==> src/rtl/nw_traceback_ctrl_if.sv <==
// Write port of the aligned-sequence RAMs (A and B share one strobe and index).
// The traceback controller drives it as master and the RAM side is the slave.
interface nw_traceback_ctrl_if #(
  parameter int N = 128
) ();
  localparam int BitAddr = $clog2(N);

  logic               en_traceB;
  logic [BitAddr:0]   k;
  logic [2:0]         al_a;
  logic [2:0]         al_b;

  modport master (output en_traceB, k, al_a, al_b);
  modport slave  (input  en_traceB, k, al_a, al_b);
endinterface

==> src/rtl/nw_traceback_ctrl.sv <==
// Needleman-Wunsch traceback: walks the direction matrix from (len_a,len_b) to (0,0)
// and writes one aligned symbol pair per step, last alignment column first.
module nw_traceback_ctrl #(
  parameter  int N       = 128,
  localparam int BitAddr = $clog2(N)
) (
  input  logic                 clk,
  input  logic                 rst_n,
  input  logic                 start,
  input  logic [BitAddr:0]     len_a,
  input  logic [BitAddr:0]     len_b,
  output logic [BitAddr:0]     dir_i,
  output logic [BitAddr:0]     dir_j,
  input  logic [1:0]           dir_data,
  output logic [BitAddr:0]     seq_a_addr,
  output logic [BitAddr:0]     seq_b_addr,
  input  logic [2:0]           seq_a_data,
  input  logic [2:0]           seq_b_data,
  nw_traceback_ctrl_if.master  wr,
  output logic [BitAddr+1:0]   al_len,
  output logic                 busy,
  output logic                 done,
  output logic                 err
);

  localparam int         IW  = BitAddr + 1;
  localparam logic [2:0] Gap = 3'b100;

  typedef enum logic [2:0] {S_IDLE, S_ISSUE, S_WAIT, S_EMIT, S_DONE} state_e;
  typedef enum logic [1:0] {D_DIAG = 2'b00, D_UP = 2'b01, D_LEFT = 2'b10, D_INV = 2'b11} dir_e;

  state_e        state_q;
  dir_e          dir_q;
  logic [IW-1:0] i_q, j_q;
  logic [IW:0]   cnt_q;
  logic          en_q;
  logic [2:0]    al_a_q, al_b_q;
  logic [IW-1:0] dir_i_q, dir_j_q, seq_a_addr_q, seq_b_addr_q;
  logic [IW:0]   al_len_q;
  logic          busy_q, done_q, err_q;

  dir_e          step_dir;
  logic [IW-1:0] i_d, j_d;

  // Boundary rows/columns override the stored direction; i==0 wins over j==0.
  always_comb begin
    // NOTE: every combinational output gets a default first so no path leaves it unassigned (no latch).
    step_dir = dir_e'(dir_data);
    if (i_q == '0)      step_dir = D_LEFT;
    else if (j_q == '0) step_dir = D_UP;

    i_d = i_q;
    j_d = j_q;
    case (dir_q)
      D_DIAG: begin
        i_d = i_q - 1'b1;
        j_d = j_q - 1'b1;
      end
      D_UP:    i_d = i_q - 1'b1;
      D_LEFT:  j_d = j_q - 1'b1;
      default: ;
    endcase
  end

  // NOTE: sequential state uses non-blocking assignments only, so every flop samples pre-edge values.
  always_ff @(posedge clk or negedge rst_n) begin
    if (!rst_n) begin
      state_q      <= S_IDLE;
      dir_q        <= D_DIAG;
      i_q          <= '0;
      j_q          <= '0;
      cnt_q        <= '0;
      en_q         <= 1'b0;
      al_a_q       <= '0;
      al_b_q       <= '0;
      dir_i_q      <= '0;
      dir_j_q      <= '0;
      seq_a_addr_q <= '0;
      seq_b_addr_q <= '0;
      al_len_q     <= '0;
      busy_q       <= 1'b0;
      done_q       <= 1'b0;
      err_q        <= 1'b0;
    end else begin
      case (state_q)
        S_IDLE: begin
          if (start) begin
            i_q   <= len_a;
            j_q   <= len_b;
            cnt_q <= '0;
            err_q <= 1'b0;
            if (len_a == '0 && len_b == '0) begin
              state_q  <= S_DONE;
              done_q   <= 1'b1;
              al_len_q <= '0;
            end else begin
              state_q      <= S_ISSUE;
              busy_q       <= 1'b1;
              dir_i_q      <= len_a;
              dir_j_q      <= len_b;
              seq_a_addr_q <= len_a - 1'b1;
              seq_b_addr_q <= len_b - 1'b1;
            end
          end
        end

        S_ISSUE: state_q <= S_WAIT;

        // Read data is valid now and stays valid while the addresses are held,
        // so the pair is captured here and presented with the strobe in EMIT.
        S_WAIT: begin
          dir_q   <= step_dir;
          en_q    <= (step_dir != D_INV);
          state_q <= S_EMIT;
          case (step_dir)
            D_DIAG: begin
              al_a_q <= seq_a_data;
              al_b_q <= seq_b_data;
            end
            D_UP: begin
              al_a_q <= seq_a_data;
              al_b_q <= Gap;
            end
            D_LEFT: begin
              al_a_q <= Gap;
              al_b_q <= seq_b_data;
            end
            default: ;
          endcase
        end

        S_EMIT: begin
          en_q <= 1'b0;
          if (dir_q == D_INV) begin
            err_q    <= 1'b1;
            state_q  <= S_DONE;
            done_q   <= 1'b1;
            busy_q   <= 1'b0;
            al_len_q <= cnt_q;
          end else begin
            i_q   <= i_d;
            j_q   <= j_d;
            cnt_q <= cnt_q + 1'b1;
            if (i_d == '0 && j_d == '0) begin
              state_q  <= S_DONE;
              done_q   <= 1'b1;
              busy_q   <= 1'b0;
              al_len_q <= cnt_q + 1'b1;
            end else begin
              state_q      <= S_ISSUE;
              dir_i_q      <= i_d;
              dir_j_q      <= j_d;
              seq_a_addr_q <= i_d - 1'b1;
              seq_b_addr_q <= j_d - 1'b1;
            end
          end
        end

        S_DONE: begin
          done_q  <= 1'b0;
          state_q <= S_IDLE;
        end

        default: state_q <= S_IDLE;
      endcase
    end
  end

  assign dir_i        = dir_i_q;
  assign dir_j        = dir_j_q;
  assign seq_a_addr   = seq_a_addr_q;
  assign seq_b_addr   = seq_b_addr_q;
  assign wr.en_traceB = en_q;
  assign wr.k         = cnt_q[IW-1:0];
  assign wr.al_a      = al_a_q;
  assign wr.al_b      = al_b_q;
  assign al_len       = al_len_q;
  assign busy         = busy_q;
  assign done         = done_q;
  assign err          = err_q;

endmodule

==> src/flat_wrapper.sv <==
// flat-port wrapper written by rule: the top's interface ports become plain ports
module nw_traceback_ctrl_flat 
#(
  parameter  int N       = 128,
  localparam int BitAddr = $clog2(N)
)
  (clk, rst_n, start, len_a, len_b, dir_i, dir_j, dir_data, seq_a_addr, seq_b_addr, seq_a_data, seq_b_data, al_len, busy, done, err, wr_en_traceB, wr_k, wr_al_a, wr_al_b);
  nw_traceback_ctrl_if #(.N(N)) wr_i ();
  input  logic clk;
  input  logic rst_n;
  input  logic start;
  input  logic [BitAddr:0] len_a;
  input  logic [BitAddr:0] len_b;
  output logic [BitAddr:0] dir_i;
  output logic [BitAddr:0] dir_j;
  input  logic [1:0] dir_data;
  output logic [BitAddr:0] seq_a_addr;
  output logic [BitAddr:0] seq_b_addr;
  input  logic [2:0] seq_a_data;
  input  logic [2:0] seq_b_data;
  output logic [BitAddr+1:0] al_len;
  output logic busy;
  output logic done;
  output logic err;
  output wire logic [$bits(wr_i.en_traceB)-1:0] wr_en_traceB;
  output wire logic [$bits(wr_i.k)-1:0] wr_k;
  output wire logic [$bits(wr_i.al_a)-1:0] wr_al_a;
  output wire logic [$bits(wr_i.al_b)-1:0] wr_al_b;
  assign wr_en_traceB = wr_i.en_traceB;
  assign wr_k = wr_i.k;
  assign wr_al_a = wr_i.al_a;
  assign wr_al_b = wr_i.al_b;
  nw_traceback_ctrl #(.N(N)) u_core (.clk(clk), .rst_n(rst_n), .start(start), .len_a(len_a), .len_b(len_b), .dir_i(dir_i), .dir_j(dir_j), .dir_data(dir_data), .seq_a_addr(seq_a_addr), .seq_b_addr(seq_b_addr), .seq_a_data(seq_a_data), .seq_b_data(seq_b_data), .wr(wr_i), .al_len(al_len), .busy(busy), .done(done), .err(err));
endmodule
==> config.mk <==
export PLATFORM = sky130hd
export DESIGN_NAME = nw_traceback_ctrl_flat
export DESIGN_NICKNAME = d
export VERILOG_FILES = /design/src/rtl/nw_traceback_ctrl_if.sv /design/src/rtl/nw_traceback_ctrl.sv /design/src/flat_wrapper.sv
export SDC_FILE = /design/constraint.sdc
export NUM_CORES = 1
export LEC_CHECK = 0
export CAP_MARGIN = 10
export CORE_ASPECT_RATIO = 0.9
export CORE_MARGIN = 5
export CORE_UTILIZATION = 25
export CTS_CLUSTER_DIAMETER = 120
export CTS_CLUSTER_SIZE = 14
export DETAILED_ROUTE_END_ITERATION = 16
export GPL_ROUTABILITY_DRIVEN = 0
export SKIP_LAST_GASP = 1
export SLEW_MARGIN = 0
export SYNTH_ARGS = -nofsm -noshare
export SYNTH_HDL_FRONTEND = slang
export SYNTH_SLANG_ARGS = --single-unit
==> constraint.sdc <==
create_clock -name clk -period 5.6 [get_ports clk]
set_input_delay 1.12 -clock clk [delete_from_list [all_inputs] [get_ports clk]]
set_output_delay 1.12 -clock clk [all_outputs]
set_load 0.005 [all_outputs]
==> metrics <==
status finished clean; GRT Resource Usage Total between 10% and 20%; mux share of post-synthesis cell area a little over 8%; Hold Crit Endpoint u_core.dir_i[5]; Layout area overhead 29.56%; initial antenna violation count 0; total gr overflow 0; Max Root-Sink Buffers 2; worst path bufs/invs 2; Die Height around 140 um; Post-Synth XOR/XNOR Area between 6 and 7%; most common cell after layout, fill and taps aside clkdlybuf4s50_1; synth unique cells 56; endpoints failing setup 0; FMAX roughly 290 MHz; Synth Area in Compound Gates between 10 and 15%; Post-DRT Antenna Nets 0; CP peak stage delay between 0.5 and 0.6 ns; routed wire length 12310 um; RSZ-0062 raised after global routing false; ys async rst share 100.0%; critical path peak fanout 34; area post-placement 0.005426 mm^2; CTS Sinks 81; Crit Path Class input port to register; leak pwr roughly 2.4 nW; Yosys top cell by area dfrtp_1; DP HPWL ~8900 um; CTS tree built; Synth Area in Simple Gates between 10% and 20%; Setup TNS Final 0 ns; worst hold margin between 0.4 and 0.5 ns; # diodes 0; max-slew violations 0; MaxCap Viol Count 0; Design Power approximately 3.6 mW; Cells after Synth between 400 and 500; nature of the critical path startpoint input port; minimum clock period 3.480 ns; clock latency at the later pin of the worst-skew pair roughly 0.35 ns; most frequent cells in the layout 84 x clkdlybuf4s50_1, 81 x dfrtp_1, 61 x nand2_1; die area ~0.021 mm^2; DRC violations left 0; Worst slew margin between 20 and 30%; Final WS setup 2.120 ns; Hold Path Stages 1; ratio of cells with drive above 1 in the final layout under 10%; Post-synth top flop dfrtp_1; Max VDD drop 0.1977 mV; first-pass GRT wire length 19870 um; Seq/Total Area, Yosys about 46%; yosys warns 0; crit-path cells clkdlybuf4s50_1 -> or4_1 -> nor3_1 -> nand4_1 -> nor3_2 -> nor2_1 -> o21ai_2 -> buf_4 -> mux2_2; Vias/cell 4.694; nets between 500 and 600; Worst Hold Launch u_core.dir_i[5]; period utilization slightly above 60%; CP max stage cell or4_1; vias 3600; Root Buffer clkbuf_16; critical path's top delay family simple AND/OR/NAND/NOR gates; Synth Area in Adders 1.967%; minimum setup slack among reg-to-reg paths about 2.4 ns; Worst Hold Class register to register; Post-synth EDFFs 0; Slew @ Worst Pin roughly 1.1 ns; worst r2r dst u_core.seq_a_addr[4]; std cell rows 46; Synthesized Nets slightly below 500; depth of the CTS H-tree 3; syn_area_per_cell approximately 10 um^2; post-route cell area 0.005769 mm^2; Die X about 150 um; clock slew at reported path FFs 0.06 ns; PortBufs 85; DRT Pass-1 Iters 4; hold buffer count at CTS 0; Power Density 617.5 mW/mm^2; post-synthesis cell area ~0.0045 mm^2; Synth top area share between 40% and 50%; Initial Utilization between 20 and 30%; post-cts gate resize count 0; pin count of the biggest net entering global routing a little over 80; reg2reg path depth 8; vias in the first global route 3616; routed length per placed instance roughly 16 um; Top-Level Pins 86; largest family of logic cells by synthesized area simple AND/OR/NAND/NOR gates; Reg-to-Reg Start u_core.dir_q[0]; crit path capture type register; data required time of the worst path slightly below 6 ns; endpoints failing hold 0; ranking of synthesized cells by area dfrtp_1 46%, nand2_1 5.1%, mux2i_1 3.6%, xnor2_1 3.5%, o21ai_0 3.4%; FF+latch count, synth 81; crit path DAT around 3.7 ns; Core Box Area between 0.015 and 0.02 mm^2; Final Skew roughly 0.009 ns; CTS buffer count 9; setup bufs post-CTS 0; DR iter-0 viols approximately 150; Setup WS pre-CTS approximately 1.8 ns
## where the power goes
group / internal, mW / switching, mW
clock network: 0.445 / 0.238
logic: 0.880 / 0.877
registers: 0.856 / 0.267
total: 2.18 / 1.38
## per-stage QoR
| step | cells | utilization [%] |
|---|---|---|
| after floorplan | 456 | - |
| after global placement | 752 | 30.91 |
| after detailed placement | 752 | 30.91 |
| after CTS | 767 | 32.87 |
| after global routing | 767 | 32.87 |
| final | 767 | 32.87 |
## flip-flops by register name (all words and copies together), names as in the netlist
signal	cells
u_core.done	1
u_core.busy	1
u_core.dir_j	8
u_core.wr.al_a	3
u_core.err	1
u_core.seq_b_addr	8
u_core.state_q	3
u_core.dir_i	8
u_core.al_len	9
u_core.wr.al_b	3
u_core.cnt_q	9
u_core.i_q	8
u_core.dir_q	2
u_core.wr.en_traceB	1
u_core.seq_a_addr	8
u_core.j_q	8
## cells by family (layout without fill, tap and decap cells)
logic type               after synthesis  after routing
buffers and inverters                 46            117
multiplexers                          34             34
adder cells (fa/ha/maj)                7              7
flip-flops                            81             81
AND/OR/NAND/NOR                      166            166
XOR/XNOR                              35             35
AO/OA/AOI/OAI                         87             87
## Yosys cell counts (all sizes together), types with 2 or more instances
library cell and number:
nor2b 3, nor4 6, dfrtp 81, nand4 4, clkbuf 7, nand2 61, xnor2 18, buf 24
nand4b 2, nand3 12, a21o 11, o21a 3, o31ai 3, inv 15, or2 2, nor4b 4
xor2 17, and4 2, o21ai 35, a31oi 2, mux2 18, nand3b 4, nor3 12, ha 7
a21oi 12, nor2 35, and3 6, nand2b 3, mux2i 16, o2bb2ai 5, and2 5, a22o 8
## worst max path at each step
stage                                 endpoint  startpoint  depth (start not counted)
after global placement    u_core.seq_a_addr[2]    len_a[1]                          9
after CTS                 u_core.seq_a_addr[4]    len_a[1]                          9
after global routing      u_core.seq_a_addr[2]    len_a[1]                          9
after floorplan           u_core.seq_b_addr[7]    len_a[2]                          8
final                     u_core.seq_a_addr[4]    len_a[1]                          9
after detailed placement  u_core.seq_a_addr[4]    len_a[1]                          9
## area by class of cell
type	count	area, um^2
Tap cell	240	300.3
Fill cell	1810	11790
Timing Repair Buffer	87	863.3
Clock inverter	5	103.9
Clock buffer	10	239.0
Multi-Input combinational cell	329	2180
Inverter	15	56.30
Sequential cell	81	2027
## per-layer routing
| metal | vias up | global-route usage, % | share of wire (%) |
|---|---|---|---|
| li1 | 1710 | - | - |
| met5 | - | 0 | 0 |
| met3 | 20 | 5.033 | 7.7 |
| met4 | 0 | 3.474 | 1.8 |
| met2 | 108 | 19.98 | 48 |
| met1 | 1762 | 15.52 | 43 |
Note: power is estimated with default switching activity, not from simulation.
